`config.mk`:
```
export PLATFORM = sky130hd
export DESIGN_NAME = leb128_stream_decoder
export DESIGN_NICKNAME = d
export VERILOG_FILES = /design/src/rtl/leb128_pkg.sv /design/src/rtl/leb128_tail_check.sv /design/src/rtl/leb128_stream_decoder.sv
export SDC_FILE = /design/constraint.sdc
export NUM_CORES = 1
export LEC_CHECK = 0
export ABC_AREA = 0
export CORE_ASPECT_RATIO = 0.75
export CORE_MARGIN = 2
export CORE_UTILIZATION = 40
export CTS_CLUSTER_SIZE = 20
export DETAILED_ROUTE_END_ITERATION = 8
export GPL_ROUTABILITY_DRIVEN = 0
export GPL_TIMING_DRIVEN = 0
export HOLD_SLACK_MARGIN = 0.12
export RECOVER_POWER = 25
export SLEW_MARGIN = 20
export SYNTH_ARGS = -nofsm -noshare
export SYNTH_HDL_FRONTEND = slang
export SYNTH_SLANG_ARGS = --single-unit
```
`constraint.sdc`:
```
create_clock -name clk -period 5.01 [get_ports clk]
set_input_delay 0.7515 -clock clk [delete_from_list [all_inputs] [get_ports clk]]
set_output_delay 0.7515 -clock clk [all_outputs]
set_load 0.05 [all_outputs]
```
`src/rtl/leb128_pkg.sv`:
```
// Shared types and helpers for the LEB128 byte-stream decoder.
// Error codes and FSM states used by the decoder and its tail checker.
package leb128_pkg;

  typedef enum logic [1:0] {
    LEB_OK       = 2'b00,
    LEB_TOO_LONG = 2'b01,
    LEB_BAD_TAIL = 2'b10
  } err_code_e;

  typedef enum logic {
    S_IDLE,
    S_ACCUM
  } state_e;

  function automatic int leb_max_bytes(input int out_w);
    return (out_w + 6) / 7;
  endfunction

endpackage

```
`src/rtl/leb128_tail_check.sv`:
```
// Validates the unused high payload bits of the last legal byte.
// Bits past OUT_W must be zero (unsigned) or copies of the sign (signed).
module leb128_tail_check
  import leb128_pkg::*;
#(
  parameter int OUT_W = 32,
  parameter int CNT_W = 4
) (
  input  logic [6:0]       payload,
  input  logic             sgn,
  input  logic [CNT_W-1:0] byte_idx,
  input  logic             acc_msb,
  output logic             ok
);

  localparam int MAXB = leb_max_bytes(OUT_W);
  localparam int USED = OUT_W - 7 * (MAXB - 1);

  logic       last;
  logic [6:0] hi;
  logic [6:0] hi_exp;

  assign last   = byte_idx == CNT_W'(MAXB - 1);
  assign hi     = payload >> USED;
  assign hi_exp = (sgn && acc_msb) ? (7'h7f >> USED) : 7'h00;
  assign ok     = !last || (hi == hi_exp);

endmodule

```
`src/rtl/leb128_stream_decoder.sv`:
```
// Byte-serial LEB128 decoder: one byte per beat in, one registered
// result (value, byte count, error) per item out.
module leb128_stream_decoder
  import leb128_pkg::*;
#(
  parameter int OUT_W = 32,
  parameter int CNT_W = 4
) (
  input  logic             clk,
  input  logic             rst_n,
  input  logic             flush,
  input  logic             in_valid,
  output logic             in_ready,
  input  logic [7:0]       in_byte,
  input  logic             in_signed,
  output logic             out_valid,
  input  logic             out_ready,
  output logic [OUT_W-1:0] out_value,
  output logic [CNT_W-1:0] out_byte_cnt,
  output logic             out_err,
  output logic [1:0]       out_err_code
);

  localparam int MAXB = leb_max_bytes(OUT_W);

  state_e           state_q;
  logic [OUT_W-1:0] acc_q;
  logic [CNT_W-1:0] cnt_q;
  logic             sgn_q;

  logic             out_valid_q;
  logic [OUT_W-1:0] out_value_q;
  logic [CNT_W-1:0] out_cnt_q;
  logic             out_err_q;
  err_code_e        out_code_q;

  logic             fire;
  logic             first;
  logic             sgn_d;
  logic             last;
  logic             too_long;
  logic             tail_ok;
  logic             finish;
  logic             neg;
  logic [CNT_W-1:0] idx;
  logic [CNT_W-1:0] cnt_d;
  logic [6:0]       sh_cur;
  logic [6:0]       sh_nxt;
  logic [OUT_W-1:0] acc_d;
  logic [OUT_W-1:0] val_d;
  err_code_e        code_d;

  assign in_ready = !flush && (!out_valid_q || out_ready);
  assign fire     = in_valid && in_ready;
  assign first    = state_q == S_IDLE;
  assign idx      = first ? '0 : cnt_q;
  assign cnt_d    = idx + 1'b1;
  assign sgn_d    = first ? in_signed : sgn_q;
  assign sh_cur   = 7'(idx) * 7'd7;
  assign sh_nxt   = 7'(cnt_d) * 7'd7;

  // Payload bits shifted past OUT_W fall off the top.
  assign acc_d = (first ? '0 : acc_q)
               | (OUT_W'(in_byte[6:0]) << sh_cur);

  assign last     = !in_byte[7];
  assign too_long = in_byte[7] && (cnt_d == CNT_W'(MAXB));
  assign finish   = last || too_long;
  assign neg      = sgn_d && in_byte[6] && (sh_nxt < 7'(OUT_W));

  leb128_tail_check #(
    .OUT_W (OUT_W),
    .CNT_W (CNT_W)
  ) u_tail (
    .payload  (in_byte[6:0]),
    .sgn      (sgn_d),
    .byte_idx (idx),
    .acc_msb  (acc_d[OUT_W-1]),
    .ok       (tail_ok)
  );

  always_comb begin
    code_d = LEB_OK;
    val_d  = neg ? (acc_d | ({OUT_W{1'b1}} << sh_nxt)) : acc_d;
    if (too_long) begin
      code_d = LEB_TOO_LONG;
    end else if (!tail_ok) begin
      code_d = LEB_BAD_TAIL;
    end
    if (code_d != LEB_OK) begin
      val_d = '0;
    end
  end

  always_ff @(posedge clk or negedge rst_n) begin
    if (!rst_n) begin
      state_q     <= S_IDLE;
      acc_q       <= '0;
      cnt_q       <= '0;
      sgn_q       <= 1'b0;
      out_valid_q <= 1'b0;
      out_value_q <= '0;
      out_cnt_q   <= '0;
      out_err_q   <= 1'b0;
      out_code_q  <= LEB_OK;
    end else if (flush) begin
      state_q     <= S_IDLE;
      acc_q       <= '0;
      cnt_q       <= '0;
      sgn_q       <= 1'b0;
      out_valid_q <= 1'b0;
    end else begin
      if (out_ready) begin
        out_valid_q <= 1'b0;
      end
      if (fire) begin
        if (finish) begin
          state_q     <= S_IDLE;
          acc_q       <= '0;
          cnt_q       <= '0;
          out_valid_q <= 1'b1;
          out_value_q <= val_d;
          out_cnt_q   <= cnt_d;
          out_err_q   <= code_d != LEB_OK;
          out_code_q  <= code_d;
        end else begin
          state_q <= S_ACCUM;
          acc_q   <= acc_d;
          cnt_q   <= cnt_d;
          sgn_q   <= sgn_d;
        end
      end
    end
  end

  assign out_valid    = out_valid_q;
  assign out_value    = out_value_q;
  assign out_byte_cnt = out_cnt_q;
  assign out_err      = out_err_q;
  assign out_err_code = out_code_q;

endmodule

```
; Yosys cells after proc, flatten, opt, wreduce, memory -nomap -nowiden
; Index checks and enable logic that the tools add are counted.
[totals]
ff_bits = 78
in_bits = 14
output_inout_bits = 41
[classes]
n_eq_ne = 4
order_cmp = 1
mux = 24
mul = 2
shifts = 2
n_reduce_logical = 17
n_addsub = 1
bitwise = 3
[ops]
columns = op, count
row1 = $mux W32, 6
row2 = $or A32 B32 Y32, 2
row3 = $shl A32 B7 Y32 const A, 1
row4 = $shl A7 B7 Y32, 1
row5 = $mux W4, 4
row6 = $mul A4 B3 Y7 const B, 2
row7 = $mux W1, 11
row8 = $eq A4 B3 Y1 const B, 2
row9 = $eq A3 B7 Y1, 1
row10 = $lt A7 B6 Y1 const B, 1
row11 = $logic_and A1 B1 Y1, 6
row12 = $add A4 B1 Y4 const B, 1
row13 = $logic_not A1 Y1, 4
row14 = $mux W2, 2
row15 = $reduce_bool A2 Y1, 2
row16 = $logic_or A1 B1 Y1, 3
row17 = $mux W3, 1
row18 = $reduce_and A3 Y1, 1
row19 = $ne A2 B2 Y1 const B, 1
row20 = $reduce_and A2 Y1, 1
row21 = $not A1 Y1, 1

; Logic depth before layout (Yosys ltp)
; Gate-level depths: netlist of the first run.
[depth]
ltp_word = 12
mapped_depth = 17

; By module
; A second synthesis of the first run with hierarchy kept.
[hier_totals]
hier_cells = 390
area_unflattened_um2 = 3947.5
[by_module_without_submodules]
columns = module, cells_each, seq_area_each_um2, area_each_um2, n_inst
row1 = leb128_stream_decoder, 386, 1951.9, 3911.3, 1
row2 = leb128_tail_check, 4, 0.0, 36.3, 1

; Least setup slack after synthesis of the first run
; Ideal clock, no wire load.
[synth_path]
path_kind = flip-flop to flip-flop
start = register state_q
end = register out_value_q[30] (netlist: out_value[30])
setup_time_ps = 67
t_required_ps = 4943
setup_slack_ps = 1275
stages_incl_launch_ff = 17
period_less_slack_ps = 3735
arrival_time_ps = 3667
path_cell_list = dfrtp_1 -> buf_2 -> buf_1 -> buf_1 -> nand2_1 -> ha_1 -> inv_1 -> fa_1 -> fa_1 -> nor2b_1 -> nand2b_1 -> clkbuf_1 -> or2_1 -> buf_1 -> nor2_1 -> o21ai_0 -> a22o_1
[synth_via]
word_cells_on_any_way = 28
[synth_rtl]
columns = element, line
row1 = from (decl), leb128_stream_decoder.sv:26  ; state_e state_q;
row2 = from (signal assigned), leb128_stream_decoder.sv:97  ; state_q <= S_IDLE;
row3 = from (signal assigned), leb128_stream_decoder.sv:107  ; state_q <= S_IDLE;
row4 = from (signal assigned), leb128_stream_decoder.sv:118  ; state_q <= S_IDLE;
row5 = $mux W4 *, leb128_stream_decoder.sv:56  ; assign idx = first ? '0 : cnt_q;
row6 = $add A4 B1 Y4 *, leb128_stream_decoder.sv:57  ; assign cnt_d = idx + 1'b1;
row7 = net cnt_d[0], leb128_stream_decoder.sv:46  ; logic [CNT_W-1:0] cnt_d;
row8 = $mul A4 B3 Y7 or $eq A4 B3 Y1 (tied branches), "leb128_stream_decoder.sv:60, leb128_stream_decoder.sv:67"
row9 = "$shl A32 B7 Y32, or another cell as far along", leb128_stream_decoder.sv:84  ; val_d = neg ? (acc_d | ({OUT_W{1'b1}} << sh_nxt)) : acc_d;
row10 = "$or A32 B32 Y32, or another cell as far along", leb128_stream_decoder.sv:84
row11 = $mux W32 or $reduce_bool A2 Y1 (tied branches), "leb128_stream_decoder.sv:84, leb128_stream_decoder.sv:90"
row12 = $mux W32, leb128_stream_decoder.sv:90  ; if (code_d != LEB_OK) begin
row13 = to (signal assigned), leb128_stream_decoder.sv:122  ; out_value_q <= val_d;
row14 = to (decl), leb128_stream_decoder.sv:32  ; logic [OUT_W-1:0] out_value_q;
; The timed path passes the listed nets; every way through them passes the cells marked *.
; A chain may end at the register's enable or synchronous reset.

; Worst setup path in the final report of the first run
[layout_path]
start = register state_q
end = register out_value_q[24] (netlist: out_value[24])
; The elaborated chain is that of the path after synthesis.

==> results.md, run 1 <==
- Outcome: finished with violations
- Failing checks: max-capacitance violations, max-slew violations
- Count of nets left with antenna violations after detail routing: 0
- Worst rel slew slack: -0.750
- Count of port buffers added during placement: 49
- IR drop worst, VDD: 235 µV
- HPWL reported at the end of detailed placement: between 8000 and 9000 µm
- Non-filler instance count after layout: slightly above 600
- Number of DRC violations after detailed routing: 0
- Setup_tns: 0 ps
- Reg clk slew, reported paths: approximately 60 ps
- Depth of the worst register-to-register path: 16
- Worst r2r dst: out_value[24]$_DFFE_PN0P_
- Ratio of cells with drive above 1 in the final layout: 0.101
- Share of the core filled with cells in the final layout: 0.510
- Level count of the clock H-tree: 3
- Placeable core area: 0.00970 mm²
- Most frequent cells in the layout: 78 x dfrtp_1, 53 x o21ai_0, 48 x clkdlybuf4s50_1
- Class of the worst hold path: flop to flop
- Worst-Margin Slew: approximately 2600 ps
- Number of synthesized flops with an enable pin: 0
- Placed standard-cell area: roughly 0.0047 mm²
- Post-route clock period utilization: 0.906
- Total count of max-transition violations in the final report: slightly above 80
- Pwr/cell area: between 300 and 400 mW/mm²
- Warnings, synthesis: 0
- Final WL: between 10000 and 15000 µm
- Die Y-Extent: 90.5 µm
- Source-to-sink clock delay at the later pin of the worst-skew pair: about 340 ps
- Endpoints failing setup: 0
- DR WL/cell: 19.5 µm
- Distinct cell type count of the synthesized netlist: 47
- Flip-flop and latch count after synthesis: 78
- Number of nets in the final layout: 488
- Peak fanout along the critical path: 10
- Type of destination of the critical path: flop
- Number of rows in the core area: 31
- Library cell contributing the largest single delay on the critical path: fa_1
- Most frequent standard cell in the layout excluding fill and tap cells: dfrtp_1
- Cell area after layout: roughly 0.005 mm²
- Remaining global-route overflow: 0
- Leakage dissipation: 2.11 nW
- Clk sinks: ~80
- Initial antenna violation count: 0
- Power, Total: between 1.5 and 2 mW
- Area growth syn-to-layout: 23.9%
- Avg Vias per Cell: about 6
- Startpoint of the worst setup timing path: state_q$_DFFE_PN0P_
- CP required: 5280 ps
- TritonCTS Buffers: 9
- Clk buf depth: 2
- Area occupied by multi-input gates: between 0.0015 and 0.002 mm²
- Startpoint Class: flop
- Largest stage delay on the critical path: 540 ps
- Worst setup slack after layout: ~470 ps
- Cell depth of the worst min-delay path: 2
- Number of buffers inserted by post-CTS setup repair: 0
- Setup slack of the worst register-to-register path: about 470 ps
- Setup repair after global routing missed its margin: false
- Clock tree from TritonCTS: yes
- Floorplan die area: around 0.011 mm²
- Most used flip-flop cell after synthesis: dfrtp_1
- Launch point of the worst reg-to-reg path: state_q$_DFFE_PN0P_
- Arrival time reported for the critical path endpoint: just under 5000 ps
- Largest net degree at the start of global routing: 50
- Maxcap violations: 2
- Post-synthesis area per instance: around 9.8 µm²
- Cells traversed along the worst timing path: buf_2, buf_1, clkbuf_2, nand2_1, ha_1, inv_1, fa_1, fa_1, nor2b_1, nand2b_1, clkbuf_1, or2_1, buf_1, a21oi_1, o21ai_0, a22o_1
- Async SR Flop Fraction: 1.00
- Cell area after technology mapping: 0.00399 mm²
- Fill cell instance count of the final layout: approximately 900
- Period minus WS final: 4540 ps
- Buf+Inv Stages, Crit Path: 6
- Share of the yosys chip area belonging to registers: 0.489
- WHS: about 480 ps
- Starting DRC count in detailed routing: around 360
- Worst Clk Skew: roughly 7.7 ps
- Category of the critical setup timing path: flop to flop
- Number of global-route vias before repair: between 3000 and 4000
- Worst slack at placement: 357 ps
- Cell count along the critical path: 16
- Antenna diode count: 0
- Hold Violations, Final: 0
- Initial Utilization: 0.412
- Wire length of the first global-routing pass: about 19000 µm
- Router iterations before antenna repair: 5
- Sequential cell area in the final layout: between 0.0015 and 0.002 mm²
- Crit path max-delay family: buffers and inverters
- Crit path to: out_value[24]$_DFFE_PN0P_
- Via Count: 3566
- Global-route usage over all layers: 0.228
- Number of instances in the placed design: 589
- Top-level I/O count: 55
- CTS Root Buffer Type: clkbuf_16
- Maximum clock frequency: approximately 220 MHz
- Syn_nets: roughly 430
- Number of cells produced by synthesis: 407
- Die boundary width: approximately 120 µm
==> cell usage after synthesis (3+ instances only) <==
cell       n  area (µm²)
nand3_1    9        45.0
clkbuf_1  15        56.3
inv_1     10        37.5
dfrtp_1   78        1950
buf_1      6        22.5
ha_1       4        50.1
o21ai_0   53         265
buf_2     14        70.1
nor2_1    26        97.6
nor3_1     3        15.0
a32o_1    12         120
nand2b_1   7        43.8
and2_1     4        25.0
nand2_1   42         158
nand3b_1   4        30.0
a22oi_1   30         225
a31oi_1    4        25.0
a22o_1    36         315
a21oi_1   14        70.1
==> registers in the layout, summed over array words and instances, names as in the netlist <==
name          cells
cnt_q             4
out_valid         1
out_err_code      2
out_byte_cnt      4
sgn_q             1
out_value        32
acc_q            32
out_err           1
state_q           1
==> cells by family after synthesis <==
logic type | after synthesis | share of synthesized area
AOI/OAI and AO/OA | 162 | 0.285
xor gates and xnor gates | 2 | 0.00627
adders and majority gates | 6 | 0.0226
buffers and inverters | 48 | 0.0533
DFF | 78 | 0.489
muxes | 3 | 0.00815
and+or+nand+nor | 108 | 0.136
==> area by class of cell <==
| type | instances | share of cell area |
|---|---|---|
| multi-input combinational | 281 | 0.370 |
| tap | 132 | 0.0334 |
| clock buffer | 10 | 0.0483 |
| timing repair buffer | 50 | 0.0986 |
| buffer | 38 | 0.0357 |
| inverter | 10 | 0.00759 |
| sequential | 78 | 0.394 |
| clock inverter | 6 | 0.0124 |
==> tightest hold or removal path, cell delays in order (launching register included) <==
cell and delay (ps):
dfrtp_1 340, nand2_1 40, o21ai_0 60
==> what timing repair did <==
item,4_1_cts,5_1_grt
resized for setup,0,1
endpoints found under the setup margin,0,2
hold buffers,0,0
==> metal layers <==
metal	track usage	up-vias	share of wire
met4	0.0569	0	0.011
met2	0.329	139	0.44
met5	0	-	0
met1	0.347	1790	0.47
met3	0.0473	14	0.082
li1	-	1623	-
==> worst min path at each step <==
stage,start,end,slack (ps)
floorplan,acc_q[0]$_DFFE_PN0P_,acc_q[0]$_DFFE_PN0P_,450
global placement,out_byte_cnt[1]$_DFFE_PN0P_,out_byte_cnt[1]$_DFFE_PN0P_,460
detailed placement,acc_q[29]$_DFFE_PN0P_,acc_q[29]$_DFFE_PN0P_,470
CTS,rst_n,out_byte_cnt[2]$_DFFE_PN0P_,360
global route,acc_q[27]$_DFFE_PN0P_,acc_q[27]$_DFFE_PN0P_,500
finish,out_byte_cnt[1]$_DFFE_PN0P_,out_byte_cnt[1]$_DFFE_PN0P_,480
==> where the power goes <==
part	internal [mW]	leakage [nW]	switching, mW	total, mW
combinational	0.126	0.911	0.262	0.387
sequential	0.675	1.05	0.0253	0.701
clock	0.397	0.148	0.258	0.655
(Power assumes the default switching activity.)
==> run 2, diff against run 1 <==
--- a/config.mk
+++ b/config.mk
@@ -6,6 +6,7 @@
 export NUM_CORES = 1
 export LEC_CHECK = 0
 export ABC_AREA = 0
+export CAP_MARGIN = 10
 export CORE_ASPECT_RATIO = 0.75
 export CORE_MARGIN = 2
 export CORE_UTILIZATION = 40
==> results of run 2 <==
No change in the layout: final DEF, timing and power equal those of run 1.
==> run 3, diff against run 2 <==
--- a/config.mk
+++ b/config.mk
@@ -15,7 +15,9 @@
 export GPL_ROUTABILITY_DRIVEN = 0
 export GPL_TIMING_DRIVEN = 0
 export HOLD_SLACK_MARGIN = 0.12
+export MAX_ROUTING_LAYER = met4
 export RECOVER_POWER = 25
+export SKIP_LAST_GASP = 1
 export SLEW_MARGIN = 20
 export SYNTH_ARGS = -nofsm -noshare
 export SYNTH_HDL_FRONTEND = slang
==> results.md, run 3 (synthesis gave the netlist of run 1 again) <==
- Outcome: finished with violations (unchanged)
- Failing checks: max-capacitance violations, max-slew violations (unchanged)
- Maxcap violations: 2 (unchanged)
- Reg clk slew, reported paths: 60 ps (about the same)
- Level count of the clock H-tree: 3 (unchanged)
- Global-route usage over all layers: 0.235 (was 0.228)
- Floorplan die area: 0.0108 mm² (unchanged)
- Setup_tns: 0 ps (unchanged)
- Final WL: 11800 µm (about the same)
- Die boundary width: 119 µm (unchanged)
- Clk buf depth: 2 (unchanged)
- Top-level I/O count: 55 (unchanged)
- Count of port buffers added during placement: 49 (unchanged)
- Antenna diode count: 0 (unchanged)
- Count of nets left with antenna violations after detail routing: 0 (unchanged)
- Number of rows in the core area: 31 (unchanged)
- Placeable core area: 0.00970 mm² (unchanged)
- Number of DRC violations after detailed routing: 0 (unchanged)
- Category of the critical setup timing path: flop to flop (unchanged)
- Clk sinks: 78 (unchanged)
- Fill cell instance count of the final layout: 927 (unchanged)
- Endpoints failing setup: 0 (unchanged)
- Cell internal power dissipation: 1.20 mW (about the same)
- Via Count: 3579 (was 3566)
- Initial antenna violation count: 0 (unchanged)
- Power, Total: 1.75 mW (was 1.74 mW)
- Hold Violations, Final: 0 (unchanged)
- Peak fanout along the critical path: 10 (unchanged)
- Die Y-Extent: 90.5 µm (unchanged)
- Pwr/cell area: 353 mW/mm² (was 352 mW/mm²)
- Source-to-sink clock delay at the later pin of the worst-skew pair: 340 ps (about the same)
- Avg Vias per Cell: 5.92 (was 5.89)
- CP required: 5290 ps (was 5280 ps)
- Sequential cell area in the final layout: 0.00195 mm² (unchanged)
- CTS Root Buffer Type: clkbuf_16 (unchanged)
- Total count of max-transition violations in the final report: 81 (unchanged)
- Startpoint Class: flop (unchanged)
- Initial Utilization: 0.412 (unchanged)
- Clock tree from TritonCTS: yes (unchanged)
- IR drop worst, VDD: 236 µV (was 235 µV)
- Post-route clock period utilization: 0.905 (was 0.906)
- Sequential fraction of design power: 0.401 (was 0.402)
- Class of the worst hold path: flop to flop (unchanged)
- Portion of total power attributed to combinational logic: 0.222 (about the same)
- Largest net degree at the start of global routing: 50 (unchanged)
- Most frequent standard cell in the layout excluding fill and tap cells: dfrtp_1 (unchanged)
- TritonCTS Buffers: 9 (unchanged)
- Ratio of cells with drive above 1 in the final layout: 0.101 (unchanged)
- Period minus WS final: 4530 ps (was 4540 ps)
- Worst-Margin Slew: 2600 ps (was 2620 ps)
- Remaining global-route overflow: 0 (unchanged)
- Net Switching: 0.547 mW (was 0.545 mW)
- Worst Clk Skew: 7.36 ps (was 7.65 ps)
- Area growth syn-to-layout: 23.9% (unchanged)
- Number of global-route vias before repair: 3448 (was 3451)
- Share of the core filled with cells in the final layout: 0.510 (unchanged)
- Arrival time reported for the critical path endpoint: 4810 ps (was 4820 ps)
- Most frequent cells in the layout: 78 x dfrtp_1, 53 x o21ai_0, 48 x clkdlybuf4s50_1 (unchanged)
- Router iterations before antenna repair: 5 (unchanged)
- Wire length of the first global-routing pass: 19000 µm (about the same)
- Switching share of power: 0.313 (about the same)
- Worst rel slew slack: -0.734 (was -0.750)
- Number of nets in the final layout: 488 (unchanged)
- HPWL reported at the end of detailed placement: 8460 µm (unchanged)
- DR WL/cell: 19.6 µm (was 19.5 µm)
- Setup repair after global routing missed its margin: false (unchanged)
- Leakage dissipation: 2.11 nW (unchanged)
- Relative contribution of the clock network to total power: 0.376 (about the same)
- Type of destination of the critical path: flop (unchanged)
- Starting DRC count in detailed routing: 351 (was 359)
- Area occupied by multi-input gates: 0.00183 mm² (unchanged)
- Maximum clock frequency: 221 MHz (was 220 MHz)
==> run 3: cell counts in the layout (fill, tap and decap cells not counted) <==
No cell type changed its count.
==> run 3: layer usage <==
| metal | up-vias | GRT usage | part of all wire |
|---|---|---|---|
| li1 | 1618 | - | - |
| met5 | - | - | 0 |
| met2 | 134 | 0.328 | 0.45 |
| met3 | 14 | 0.0473 | 0.065 |
| met1 | 1813 | 0.349 | 0.48 |
| met4 | 0 | 0.0569 | 0.0095 |
==> run 3: final timing paths <==
kind | startpoint | end | slack [ps] | cells past startpoint
setup / recovery | state_q$_DFFE_PN0P_ | out_value[30]$_DFFE_PN0P_ | 480 | 16
min in group asynchronous | rst_n | out_byte_cnt[2]$_DFFE_PN0P_ | 780 | 1
setup reg to reg | state_q$_DFFE_PN0P_ | out_value[30]$_DFFE_PN0P_ | 480 | 16
max in group asynchronous | rst_n | acc_q[13]$_DFFE_PN0P_ | 1110 | 2
hold / removal | out_byte_cnt[1]$_DFFE_PN0P_ | out_byte_cnt[1]$_DFFE_PN0P_ | 480 | 2
hold reg to reg | out_byte_cnt[1]$_DFFE_PN0P_ | out_byte_cnt[1]$_DFFE_PN0P_ | 480 | 2
==> run 3: area by class of cell <==
cell class | instances | area share
Buffer | 38 | 0.0357
Inverter | 10 | 0.00759
Timing Repair Buffer | 50 | 0.0986
Clock inverter | 6 | 0.0124
Clock buffer | 10 | 0.0483
Sequential cell | 78 | 0.394
Multi-Input combinational cell | 281 | 0.370
Tap cell | 132 | 0.0334
==> run 3: critical path, stage by stage, from the launching register on <==
cell and delay (ps):
dfrtp_1 360, buf_2 210, buf_1 390, clkbuf_2 350
nand2_1 150, ha_1 320, inv_1 70, fa_1 540
fa_1 470, nor2b_1 210, nand2b_1 140, clkbuf_1 380
or2_1 160, buf_1 250, nor2_1 80, o21ai_0 230
a22o_1 160
==> run 3: per-stage QoR <==
| step | setup slack [ps] | hold WS, ps | std cells | cell area [µm²] |
|---|---|---|---|---|
| after global placement | 330 | 461 | 588 | 4650 |
| after global routing | 191 | 500 | 605 | 4950 |
| final | 475 | 480 | 605 | 4950 |
| after CTS | 350 | 358 | 605 | 4970 |
| after detailed placement | 357 | 472 | 589 | 4670 |
| after floorplan | 1280 | 451 | 407 | 3990 |
==> run 3: power groups by stage <==
stage / sequential [mW] / combinational (mW) / clock (mW)
floorplan: 0.854 / 0.0999 / 0
global placement: 0.712 / 0.388 / 0
detailed placement: 0.712 / 0.391 / 0
CTS: 0.701 / 0.392 / 0.666
global route: 0.707 / 0.407 / 0.693
finish: 0.701 / 0.388 / 0.657
==> run 3: what timing repair did <==
item	4_1_cts	5_1_grt
setup endpoints to repair	0	2
resized for setup	0	1
buffers inserted	0	0
hold buffers	0	0
